**src/rtl/nanov_mul_seq.sv**
```systemverilog
// Sequencer for the bit-serial nanoV_mul: clears it, feeds one multiplier bit per cycle, shifts out the 32-bit product.
// Latency 35..66 cycles from acceptance (n MUL cycles + 32 READ); result is held in DONE until out_ready.
module nanov_mul_seq (
   input  logic        clk,
   input  logic        rstn,
   input  logic        in_valid,
   output logic        in_ready,
   input  logic [31:0] op_a,
   input  logic [31:0] op_b,
   output logic        out_valid,
   input  logic        out_ready,
   output logic [31:0] result,
   output logic        mul_rstn,
   output logic [31:0] mul_a,
   output logic        mul_b,
   output logic        mul_read_out,
   input  logic        mul_d
);

   typedef enum logic [2:0] {
      S_IDLE  = 3'd0,
      S_CLEAR = 3'd1,
      S_MUL   = 3'd2,
      S_READ  = 3'd3,
      S_DONE  = 3'd4
   } state_t;

   state_t      state_q, state_d;
   logic [31:0] a_sh_q, a_sh_d;
   logic [31:0] b_sh_q, b_sh_d;
   logic [31:0] res_sh_q, res_sh_d;
   logic [4:0]  cnt_q, cnt_d;

   logic        accept;
   logic        b_last;

   assign accept = (state_q == S_IDLE) && in_valid;
   // Stop feeding once only bit 0 is left: upper zero bits contribute nothing.
   assign b_last = (b_sh_q[31:1] == 31'd0);

   always_ff @(posedge clk) begin
      if (!rstn) begin
         state_q <= S_IDLE;
      end else begin
         state_q <= state_d;
      end
   end

   always_comb begin
      state_d = state_q;
      case (state_q)
         S_IDLE:  if (in_valid)          state_d = S_CLEAR;
         S_CLEAR:                        state_d = S_MUL;
         S_MUL:   if (b_last)            state_d = S_READ;
         S_READ:  if (cnt_q == 5'd31)    state_d = S_DONE;
         S_DONE:  if (out_ready)         state_d = S_IDLE;
         default:                        state_d = S_IDLE;
      endcase
   end

   always_comb begin
      in_ready     = (state_q == S_IDLE);
      out_valid    = (state_q == S_DONE);
      result       = (state_q == S_DONE) ? res_sh_q : 32'd0;
      mul_a        = (state_q == S_MUL) ? a_sh_q : 32'd0;
      mul_b        = (state_q == S_MUL) ? b_sh_q[0] : 1'b0;
      mul_read_out = (state_q == S_READ);
      mul_rstn     = rstn && (state_q != S_CLEAR);
   end

   always_comb begin
      a_sh_d   = a_sh_q;
      b_sh_d   = b_sh_q;
      res_sh_d = res_sh_q;
      cnt_d    = cnt_q;
      case (state_q)
         S_IDLE: begin
            if (accept) begin
               a_sh_d   = op_a;
               b_sh_d   = op_b;
               res_sh_d = 32'd0;
            end
         end
         S_MUL: begin
            a_sh_d = {a_sh_q[30:0], 1'b0};
            b_sh_d = {1'b0, b_sh_q[31:1]};
            if (b_last) begin
               cnt_d = 5'd0;
            end
         end
         S_READ: begin
            // Accumulator emits LSB first, so shift in from the top.
            res_sh_d = {mul_d, res_sh_q[31:1]};
            cnt_d    = cnt_q + 5'd1;
         end
         default: begin
         end
      endcase
   end

   always_ff @(posedge clk) begin
      if (!rstn) begin
         a_sh_q   <= 32'd0;
         b_sh_q   <= 32'd0;
         res_sh_q <= 32'd0;
         cnt_q    <= 5'd0;
      end else begin
         a_sh_q   <= a_sh_d;
         b_sh_q   <= b_sh_d;
         res_sh_q <= res_sh_d;
         cnt_q    <= cnt_d;
      end
   end

endmodule

```
**config.mk**
```make
export PLATFORM = sky130hd
export DESIGN_NAME = nanov_mul_seq
export DESIGN_NICKNAME = d
export VERILOG_FILES = /design/src/rtl/nanov_mul_seq.sv
export SDC_FILE = /design/constraint.sdc
export NUM_CORES = 1
export LEC_CHECK = 0
export CORE_MARGIN = 5
export CORE_UTILIZATION = 47
export DETAILED_ROUTE_END_ITERATION = 10
export GPL_ROUTABILITY_DRIVEN = 0
export HOLD_SLACK_MARGIN = 0.1
export PLACE_DENSITY = 0.8
export SYNTH_ARGS = -nofsm -noshare
export SYNTH_HDL_FRONTEND = slang
export SYNTH_SLANG_ARGS = --single-unit
```
**constraint.sdc**
```tcl
create_clock -name clk -period 1.9 [get_ports clk]
set_input_delay 0.475 -clock clk [delete_from_list [all_inputs] [get_ports clk]]
set_output_delay 0.475 -clock clk [all_outputs]
set_load 0.01 [all_outputs]
```
Word level (Yosys, flattened, before mapping)
Index checks and enable logic that the tools add are counted.
{"block": "word_totals", "reg_bits": 104, "input_bits": 69, "out_inout_bits": 69, "elab_cells": 44}
{"block": "classes", "add_sub_neg": 1, "eq_ne": 11, "mux": 16, "n_reduce_logical": 11}
{"operator": "$pmux W32 S2", "count": 3}
{"operator": "$mux W32", "count": 5}
{"operator": "$logic_not A31 Y1", "count": 1}
{"operator": "$pmux W3 S5", "count": 1}
{"operator": "$mux W3", "count": 4}
{"operator": "$pmux W5 S2", "count": 1}
{"operator": "$eq A3 B2 Y1 const B", "count": 2}
{"operator": "$ne A2 B1 Y1 const B", "count": 3}
{"operator": "$reduce_and A2 Y1", "count": 3}
{"operator": "$reduce_bool A2 Y1", "count": 3}
{"operator": "$add A5 B1 Y5 const B", "count": 1}
{"operator": "$eq A5 B5 Y1 const B", "count": 1}
{"operator": "$mux W5", "count": 1}
{"operator": "$ne A2 B2 Y1 const B", "count": 2}
{"operator": "$reduce_and A4 Y1", "count": 1}
{"operator": "$eq A3 B1 Y1 const B", "count": 1}
{"operator": "$eq A3 B3 Y1 const B", "count": 1}
{"operator": "$logic_not A3 Y1", "count": 1}
{"operator": "$ne A3 B1 Y1 const B", "count": 1}
{"operator": "$logic_and A1 B1 Y1", "count": 2}
{"operator": "$mux W1", "count": 1}

Logic depth before layout (Yosys ltp)
{"block": "logic_depth", "ltp_word": 4, "depth_mapped": 7, "ltp_nobuf": 6}

Worst setup path before layout
OpenSTA, ideal clock, no wires.
{"block": "synth_timing", "path_kind": "register to output", "start": "reg state_q[1]", "end": "out mul_a[23]", "t_arrival_ns": 1.292, "slack_ns": 0.133, "path_stages_with_launch": 5, "path_buffers": 2, "cell_sequence": "dfxtp_1 nor3b_4 clkbuf_1 clkbuf_2 and2_1"}
{"block": "synth_via", "elab_chain_cells": 2}
{"item": "start: declaration", "line_no": "28", "text": "state_t state_q, state_d;"}
{"item": "start signal: assignment", "line_no": "45", "text": "state_q <= state_d;"}
{"item": "$eq A3 B2 Y1", "line_no": "65", "text": "mul_a = (state_q == S_MUL) ? a_sh_q : 32'd0;"}
{"item": "$mux W32", "line_no": "65"}
{"item": "end: declaration", "line_no": "14", "text": "output logic [31:0] mul_a,"}
No other way between the ends.

Final worst setup path
{"block": "layout_timing", "start": "reg state_q[2]", "end": "out mul_a[0]"}
The elaborated chain is that of the path after synthesis.

==> metrics.md <==
| Metric | Value |
|---|---|
| Crit-path max FO | `6` |
| Die Width | `110 microns` |
| Slew margin rel. | `73.6%` |
| Post-Synthesis Cells | `605` |
| Post-Route WL | `14400 microns` |
| Pin count of the biggest net entering global routing | `58` |
| DR iter-0 viols | `334` |
| All-Layer GR Usage | `21.8%` |
| Final core utilization | `73.1%` |
| DR vias | `4947` |
| Actual slew at the worst max-slew pin | `0.393 ns` |
| Cts-stage hold buffer count | `0` |
| Non-filler cells, final | `896` |
| LEAKAGE | `0.00277 uW` |
| Crit path time final | `2.02 ns` |
| Sink Count | `104` |
| R2R Path End | `cnt_q[3]$_SDFFE_PN0P_` |
| Commonest non-fill, non-tap cells in the layout | `nand2_1 (136), dfxtp_1 (101), a21oi_1 (77)` |
| DIE AREA | `12000 sq um` |
| Starting Density | `47.9%` |
| Critical Path RT | `1.42 ns` |
| Worst Setup Path Type | `reg -> out` |
| Failing checks | `setup timing` |
| Sequential share of the synthesized area | `44.7%` |
| Commonest non-fill, non-tap cell in the layout | `nand2_1` |
| Final hold violation count | `0` |
| Yosys warns | `0` |
| Maximum clock insertion buffer count | `2` |
| Post-layout worst setup margin | `-0.125 ns` |
| Startpoint types | `register` |
| HP Class | `reg -> reg` |
| Setup TNS Final | `-5.39 ns` |
| Highest Clock Rate | `494 MHz` |
| GRT overflow | `0` |
| Core area | `9730 sq um` |
| Maximum vdd drop | `433 uV` |
| Vias per inst | `5.52` |
| Port Buf Inserts | `137` |
| Final Max Slew Viols | `0` |
| Synth unique cells | `35` |
| First-pass GRT wire length | `21300 microns` |
| TritonCTS Buffers | `9` |
| Worst R2R Path Depth | `8` |
| Drt wl/cell | `16.0 microns` |
| Worst slack, placed | `-0.305 ns` |
| Final ANT Viol Nets | `0` |
| Dpl cells | `858` |
| Mapped Avg Cell Area | `7.70 sq um` |
| Drt drc | `0` |
| RSZ-0062 raised after global routing | `true` |
| Status | `complete, but fails checks` |
| Htree depth | `3` |
| Synthesized area | `4660 sq um` |
| Worst Setup End Kind | `primary output` |
| Final Skew | `0.0135 ns` |
| Cell Pwr Density | `665 nW/um^2` |
| DP HPWL | `8950 microns` |
| Root Driver | `clkbuf_8` |
| Initial antenna violation count | `0` |
| Clock latency at the later pin of the worst-skew pair | `0.35 ns` |
| Period utilization | `107%` |
| CTS tree | `yes` |
| Tot Pwr | `4730 uW` |
| Share of layout cells above drive strength 1 | `29.3%` |
| WHS Path Cells | `2` |
| Hold Path Sink | `a_sh_q[8]$_SDFFE_PN0P_` |
| Area Overhead vs Synth | `52.7%` |
| Row cnt | `36` |
| CTS clk-pin slew, worst paths | `0.09 ns` |
| Number of synthesized register bits | `104` |
| Number of global-route vias before repair | `4475` |
| First-pass detailed-route iteration total | `4` |
| Setup crit start | `state_q[2]$_SDFFE_PN0P_` |
| R2R Setup Slk | `0.20 ns` |
| Worst r2r src | `state_q[2]$_SDFFE_PN0P_` |
| CP arrival | `1.55 ns` |
| Die Y | `110 microns` |
| Nets | `828` |
| Final setup viols | `66` |
| Max_cap viols | `0` |
| Critical hold path startpoint | `a_sh_q[8]$_SDFFE_PN0P_` |
| IO Count | `138` |
| Post-synthesis net count | `676` |
where the power goes:
part           total, uW  switching (uW)  internal [uW]
clock network       1300             774            527
registers           2410            95.9           2320
logic               1010             496            516
Yosys cell counts:
cell type	number	area share, %
a21oi_1	77	8.3
a21oi_2	5	0.94
a22oi_1	1	0.16
a31oi_1	41	5.5
and2_1	34	4.6
and2b_1	1	0.16
and3_1	36	4.8
buf_1	2	0.16
buf_2	15	1.6
buf_4	2	0.32
buf_6	5	1.2
clkbuf_1	28	2.3
clkbuf_2	1	0.11
dfxtp_1	104	45
ha_1	2	0.54
inv_1	2	0.16
inv_2	2	0.16
nand2_1	138	11
nand2_2	1	0.13
nand3_1	36	3.9
nand3b_1	1	0.16
nand4_1	3	0.40
nor2_1	4	0.32
nor3_1	3	0.32
nor3_2	1	0.22
nor3b_4	1	0.40
nor4_1	8	1.1
nor4b_4	1	0.51
o211ai_1	1	0.16
o21a_1	1	0.16
o21ai_0	43	4.6
o22ai_1	2	0.27
o31a_1	1	0.19
or2b_1	1	0.16
xor2_1	1	0.19
cells by family (layout without fill, tap and decap cells):
family | after synthesis | after routing | synth area share [%]
compound gates | 172 | 172 | 20.3
fa+ha+maj | 2 | 2 | 0.537
flops | 104 | 104 | 44.7
simple gates | 269 | 269 | 28.3
other cells | 0 | 1 | 0
buf+inv | 57 | 214 | 5.99
xor+xnor | 1 | 1 | 0.188
stage by stage:
step | cell area, sq um | hold slack (ns)
after floorplan | 4660 | 0.427
after global routing | 7110 | 0.475
after CTS | 6530 | 0.459
after global placement | 6320 | 0.434
final | 7110 | 0.456
after detailed placement | 6320 | 0.442
how the worst max path moves through the flow:
| stage | depth (start not counted) | endpoint |
|---|---|---|
| after floorplan | 4 | mul_a[23] |
| after global placement | 3 | mul_rstn |
| after detailed placement | 3 | mul_rstn |
| after CTS | 5 | mul_a[1] |
| after global routing | 5 | mul_a[22] |
| final | 5 | mul_a[0] |
layout make-up:
class | count | area, sq um
Antenna cell | 1 | 2.50
Sequential cell | 104 | 2090
Fill cell | 750 | 2620
Inverter | 4 | 15.0
Tap cell | 133 | 166
Timing Repair Buffer | 194 | 2100
Multi-Input combinational cell | 444 | 2540
Clock buffer | 10 | 138
Clock inverter | 6 | 50.0
state kept, by name, summed over array words and instances (netlist names):
signal	flops
res_sh_q	32
b_sh_q	32
state_q	3
cnt_q	5
a_sh_q	32
per-layer routing:
metal	track usage [%]	part of all wire [%]	wire, microns
met1	27.5	41	5920
met2	36.7	51	7280
met3	5.23	6.6	953
met4	6.77	1.4	195
met5	0	0	0
critical path, stage by stage, from the launching register on:
cell and delay, ns:
dfxtp_4 0.37, nor3b_4 0.25, buf_6 0.18, clkbuf_16 0.15, and2_4 0.15, buf_6 0.10
repair_timing:
item,in CTS,in global routing
cloned,3,6
pin swaps,8,14
setup endpoints to repair,69,67
resized for setup,336,92
buffers inserted,8,6
No activity file was read; power rests on OpenSTA's default activity.
==> edit 1, RTL diff (same settings) <==
Take the reset off `a_sh_q` and load it in a clocked block of its own.
--- a/src/rtl/nanov_mul_seq.sv
+++ b/src/rtl/nanov_mul_seq.sv
@@ -102,3 +102,2 @@
       if (!rstn) begin
-         a_sh_q   <= 32'd0;
          b_sh_q   <= 32'd0;
@@ -107,3 +106,2 @@
       end else begin
-         a_sh_q   <= a_sh_d;
          b_sh_q   <= b_sh_d;
@@ -114,2 +112,6 @@
 
+   always_ff @(posedge clk) begin
+      a_sh_q <= a_sh_d;
+   end
+
 endmodule
Formal check against the unedited RTL: same outputs for any inputs over 10 cycles, from zero or initial values and one cycle with rstn low; that may be too few to reach the edited logic, so the function may still have changed.
==> edit 1 against the unedited design <==
The run still ends with negative setup slack left. Final area is 0.77% higher. Worst setup slack better by 0.014 ns. Sequential cell count stayed put. First-iteration DRC count is 17% lower. Synthesized cell count is 18% lower. Power is 20% higher. Synthesized area is 0.43% higher. Die area is 0.39% higher. Via count is 9.6% lower. Critical path depth stayed put. Routed wire length is 0.70% lower. Count of clock-buffer cells in the layout is 1 lower. Critical path type unchanged. Largest cell class is now registers. Largest power group unchanged.
==> edit 1: results (changes against the unedited design) <==
metric,value,unit,change
status,"complete, but fails checks",,
failing checks,negative setup slack,,
"delay-heaviest family, CP",simple AND/OR/NAND/NOR gates,,
post-synthesis sequential area ratio,51.4,%,+6.7 points
drt pass-1 iters,5,,+1
post-synthesis net count,566,,-16%
post-detail-place hpwl,8800,um,-1.6%
layout cells sized above 1,31.8,%,+2.6 points
post-synthesis compound-gate area fraction,19.0,%,-1.3 points
Worst-Skew Late Latency,0.37,ns,+0.02 ns
final setup vio count,58,,-12%
"EDFF count, synth",32,,+32
ant diodes,0,,-1
FILL cells,696,,-7.2%
vias in the first global route,4235,,-5.4%
largest net degree at the start of global routing,64,,+10%
Post-Syn Instances,495,,-18%
synth top area cells,"dfxtp_1 31%, edfxtp_1 21%, a311oi_1 5.8%",,
initial drt markers,278,,-17%
nets,726,,-12%
wire per inst,18.0,um,+12%
Leak,3.04,nW,+9.4%
Worst Slack Setup Final,-0.111,ns,+0.0140 ns
R2R depth,6,,-2
Max IR drop VDD,0.511,mV,+18%
Clock Pin Slew Worst Setup and Hold Paths,0.11,ns,+0.02 ns
Synth cell types,41,,+17%
Final Skew,0.0144,ns,+0.000861 ns
mean number of vias per cell,5.64,,+2.1%
post-placement cell count,757,,-12%
gr usage total,21.2,%,-0.57 points
DP Area,6390,sq um,+1.1%
synth cell count leaders,"72 x dfxtp_1, 67 x nor2_1, 65 x nand2_1",,
edit 1: cell types whose count changed after synthesis, moves of 30 or more:
cell,before,now
nor2_1,4,67
edfxtp_1,0,32
a31oi_1,41,2
dfxtp_1,104,72
a22oi_1,1,32
nand2_1,138,65
a21oi_1,77,5
nand3_1,36,6
o21ai_0,43,3
a21o_1,0,32
a311oi_1,0,31
edit 1: power by group:
part           internal [mW]  switching (mW)  total (mW)  leakage, nW
clock                  0.641           0.823        1.46        0.109
combinational          0.830           0.734        1.56         2.02
sequential              2.54           0.120        2.66        0.903
edit 1: cell type report:
cell class | instances | area share (%)
clock inverter | 7 | 1.19
inverter | 3 | 0.157
clock buffer | 9 | 1.73
timing repair buffer | 190 | 29.0
multi-input combinational | 347 | 31.9
sequential | 104 | 33.7
tap | 133 | 2.32
edit 1: cells by family (layout without fill, tap and decap cells):
logic type,Yosys count,after routing
flops,104,104
fa+ha+maj,2,2
compound gates,114,114
buf+inv,44,209
simple gates,231,231
edit 1: worst register-to-register path: stages, from the launching register on:
cell and delay, ns:
dfxtp_4 0.36, buf_4 0.14, buf_12 0.15, nor2b_1 0.34, nand2_2 0.14, buf_12 0.20
a21o_1 0.28
edit 1: stage by stage:
step | utilization [%] | TNS, ns | setup slack [ns]
final | 73.6 | -3.33 | -0.111
after detailed placement | 65.6 | -12.34 | -0.288
after CTS | 68.9 | -4.23 | -0.148
after global placement | 65.6 | -10.08 | -0.290
after floorplan | - | 0 | 0.0569
after global routing | 73.6 | -6.32 | -0.168
edit 1: layer usage:
metal	wire [um]	GRT usage [%]	vias up
met3	1070	6.28	37
li1	-	-	2103
met1	5750	25.5	2146
met5	0	0	-
met2	7090	36.1	185
met4	345	7.21	0
edit 1: repair_timing:
action | CTS | global route
pin swaps | 5 | 21
cloned | 1 | 8
buffers inserted | 2 | 11
resized for setup | 271 | 147
setup endpoints to repair | 69 | 69
hold endpoints to repair | 0 | 0
edit 1: worst paths after layout:
kind | start | endpoint | slack (ns)
setup / recovery | state_q[2] | mul_a[7] | -0.11
hold / removal | b_sh_q[14] | b_sh_q[13] | 0.50
setup reg to reg | state_q[2] | a_sh_q[22] | 0.06
hold reg to reg | b_sh_q[14] | b_sh_q[13] | 0.50
==> edit 2, RTL diff (config.mk and constraints unchanged) <==
Made on the original files. Reset style: asynchronous (`rstn`), changed in 2 clocked blocks.
--- a/src/rtl/nanov_mul_seq.sv
+++ b/src/rtl/nanov_mul_seq.sv
@@ -40,3 +40,3 @@
 
-   always_ff @(posedge clk) begin
+   always_ff @(posedge clk or negedge rstn) begin
       if (!rstn) begin
@@ -100,3 +100,3 @@
 
-   always_ff @(posedge clk) begin
+   always_ff @(posedge clk or negedge rstn) begin
       if (!rstn) begin
Check against the original RTL: differs if rstn is asserted again (counterexample within 4 cycles, from zero or initial values and one cycle with rstn low); with rstn held inactive, the same outputs for 10 cycles.
==> edit 2 against the unedited design <==
The run still ends with negative setup slack left. First-iteration DRC count grew 37%. Utilization grew 6.8 points. Sequential share of layout area grew 2.6 points. Final cell count shrank 3.1%. Sequential cell count is the same. Register-to-register slack lost 0.40 ns. Routed wire length grew 25%. Critical path depth grew 3. Final area grew 14%. Synthesized area grew 4.4%. Worst setup slack lost 0.17 ns. Critical path type unchanged.
Power is not compared: it rests on default switching activity, and its combinational part moved more than twofold at a synthesized area within 25%.
==> edit 2: results (changes against the unedited design) <==
metric,value,unit,change
failing checks,negative setup slack,,
nets,798,,-3.6%
post-placement cell count,794,,-7.5%
relative slew slack,61.3,%,-12 points
R2R depth,4,,-4
Clock Pin Slew Worst Setup and Hold Paths,0.11,ns,+0.02 ns
async set or reset register ratio after synthesis,100,%,+100 points
final non-filler cell total,868,,-3.1%
final setup vio count,101,,+53%
synth top area cells,"dfrtp_1 54%, nand2_1 7.4%, nor2_1 6.0%",,
synth cell count leaders,"104 x dfrtp_1, 96 x nand2_1, 78 x nor2_1",,
post-synthesis net count,597,,-12%
"Top FF cell, synth",dfrtp_1,,
crit-path max FO,5,,-1
drt pass-1 iters,5,,+1
Synth cell types,36,,+2.9%
crit-path max cell delay,0.42,ns,+0.05 ns
status,"complete, but fails checks",,
DP Area,6540,sq um,+3.5%
Reg-to-Reg End,cnt_q[4],,
layout cells sized above 1,39.8,%,+10 points
Worst Slack Setup Final,-0.299,ns,-0.174 ns
ant diodes,0,,-1
gr usage total,23.6,%,+1.8 points
reg2reg setup slack,-0.20,ns,-0.40 ns
initial drt markers,459,,+37%
[edit 2: changes by cell type after synthesis, sizes merged, moves of 31 or more]
cell / unedited run / this run
a31oi: 41 / 10
dfrtp: 0 / 104
nor2: 4 / 79
dfxtp: 104 / 0
nand2: 139 / 97
o21ai: 43 / 5
a21oi: 82 / 2
[edit 2: cell type report]
| cell class | instances | area, sq um |
|---|---|---|
| clock buffer | 10 | 128 |
| clock inverter | 6 | 66.3 |
| fill | 604 | 2050 |
| inverter | 4 | 16.3 |
| multi-input combinational | 377 | 2500 |
| sequential | 104 | 2600 |
| tap | 136 | 170 |
| timing repair buffer | 231 | 2650 |
[edit 2: routing by layer]
metal | routed length [um] | track usage [%] | part of all wire, % | vias up
met5 | 0 | 0 | 0 | -
li1 | - | - | - | 2251
met3 | 1270 | 4.78 | 7.1 | 51
met2 | 8680 | 38.6 | 48 | 267
met4 | 593 | 6.89 | 3.3 | 0
met1 | 7440 | 32.0 | 41 | 2462
[edit 2: timing repair]
action | CTS | global route
hold buffers | 0 | 0
cloned | 7 | 17
gates resized for setup | 382 | 113
buffers inserted | 28 | 13
hold endpoints to repair | 0 | 0
pin swaps | 38 | 24
endpoints found under the setup margin | 69 | 149
[edit 2: cells by family (layout without fill, tap and decap cells)]
kind of cell	Yosys count	count (layout)	synth area share, %
compound gates	76	76	12.2
fa+ha+maj	2	2	0.515
buf+inv	47	251	5.07
flops	104	104	53.6
simple gates	297	299	28.6
[edit 2: worst max-delay path by stage]
stage,startpoint,to,slack [ns],depth (start not counted)
floorplan,state_q[2],mul_a[22],0.009,6
global placement,state_q[0],result[22],-0.15,4
detailed placement,in_valid,b_sh_q[23],-0.17,5
CTS,state_q[0],mul_a[13],-0.27,8
global route,state_q[0],mul_a[11],-0.36,8
finish,state_q[0],mul_a[11],-0.30,8
[edit 2: stage by stage]
stage / setup WS (ns) / utilization (%)
after floorplan: 0.00881 / -
after global placement: -0.151 / 64.2
after detailed placement: -0.175 / 64.2
after CTS: -0.270 / 70.8
after global routing: -0.362 / 79.9
final: -0.299 / 79.9
[edit 2: power by group through the flow]
stage               registers [mW]  clock network (mW)  logic (mW)
floorplan                     3.35                   0        1.62
global placement              3.49                   0        2.50
detailed placement            3.54                   0        2.60
CTS                           3.52                1.43        3.31
global route                  3.72                1.53        4.17
finish                        3.64                1.43        3.90
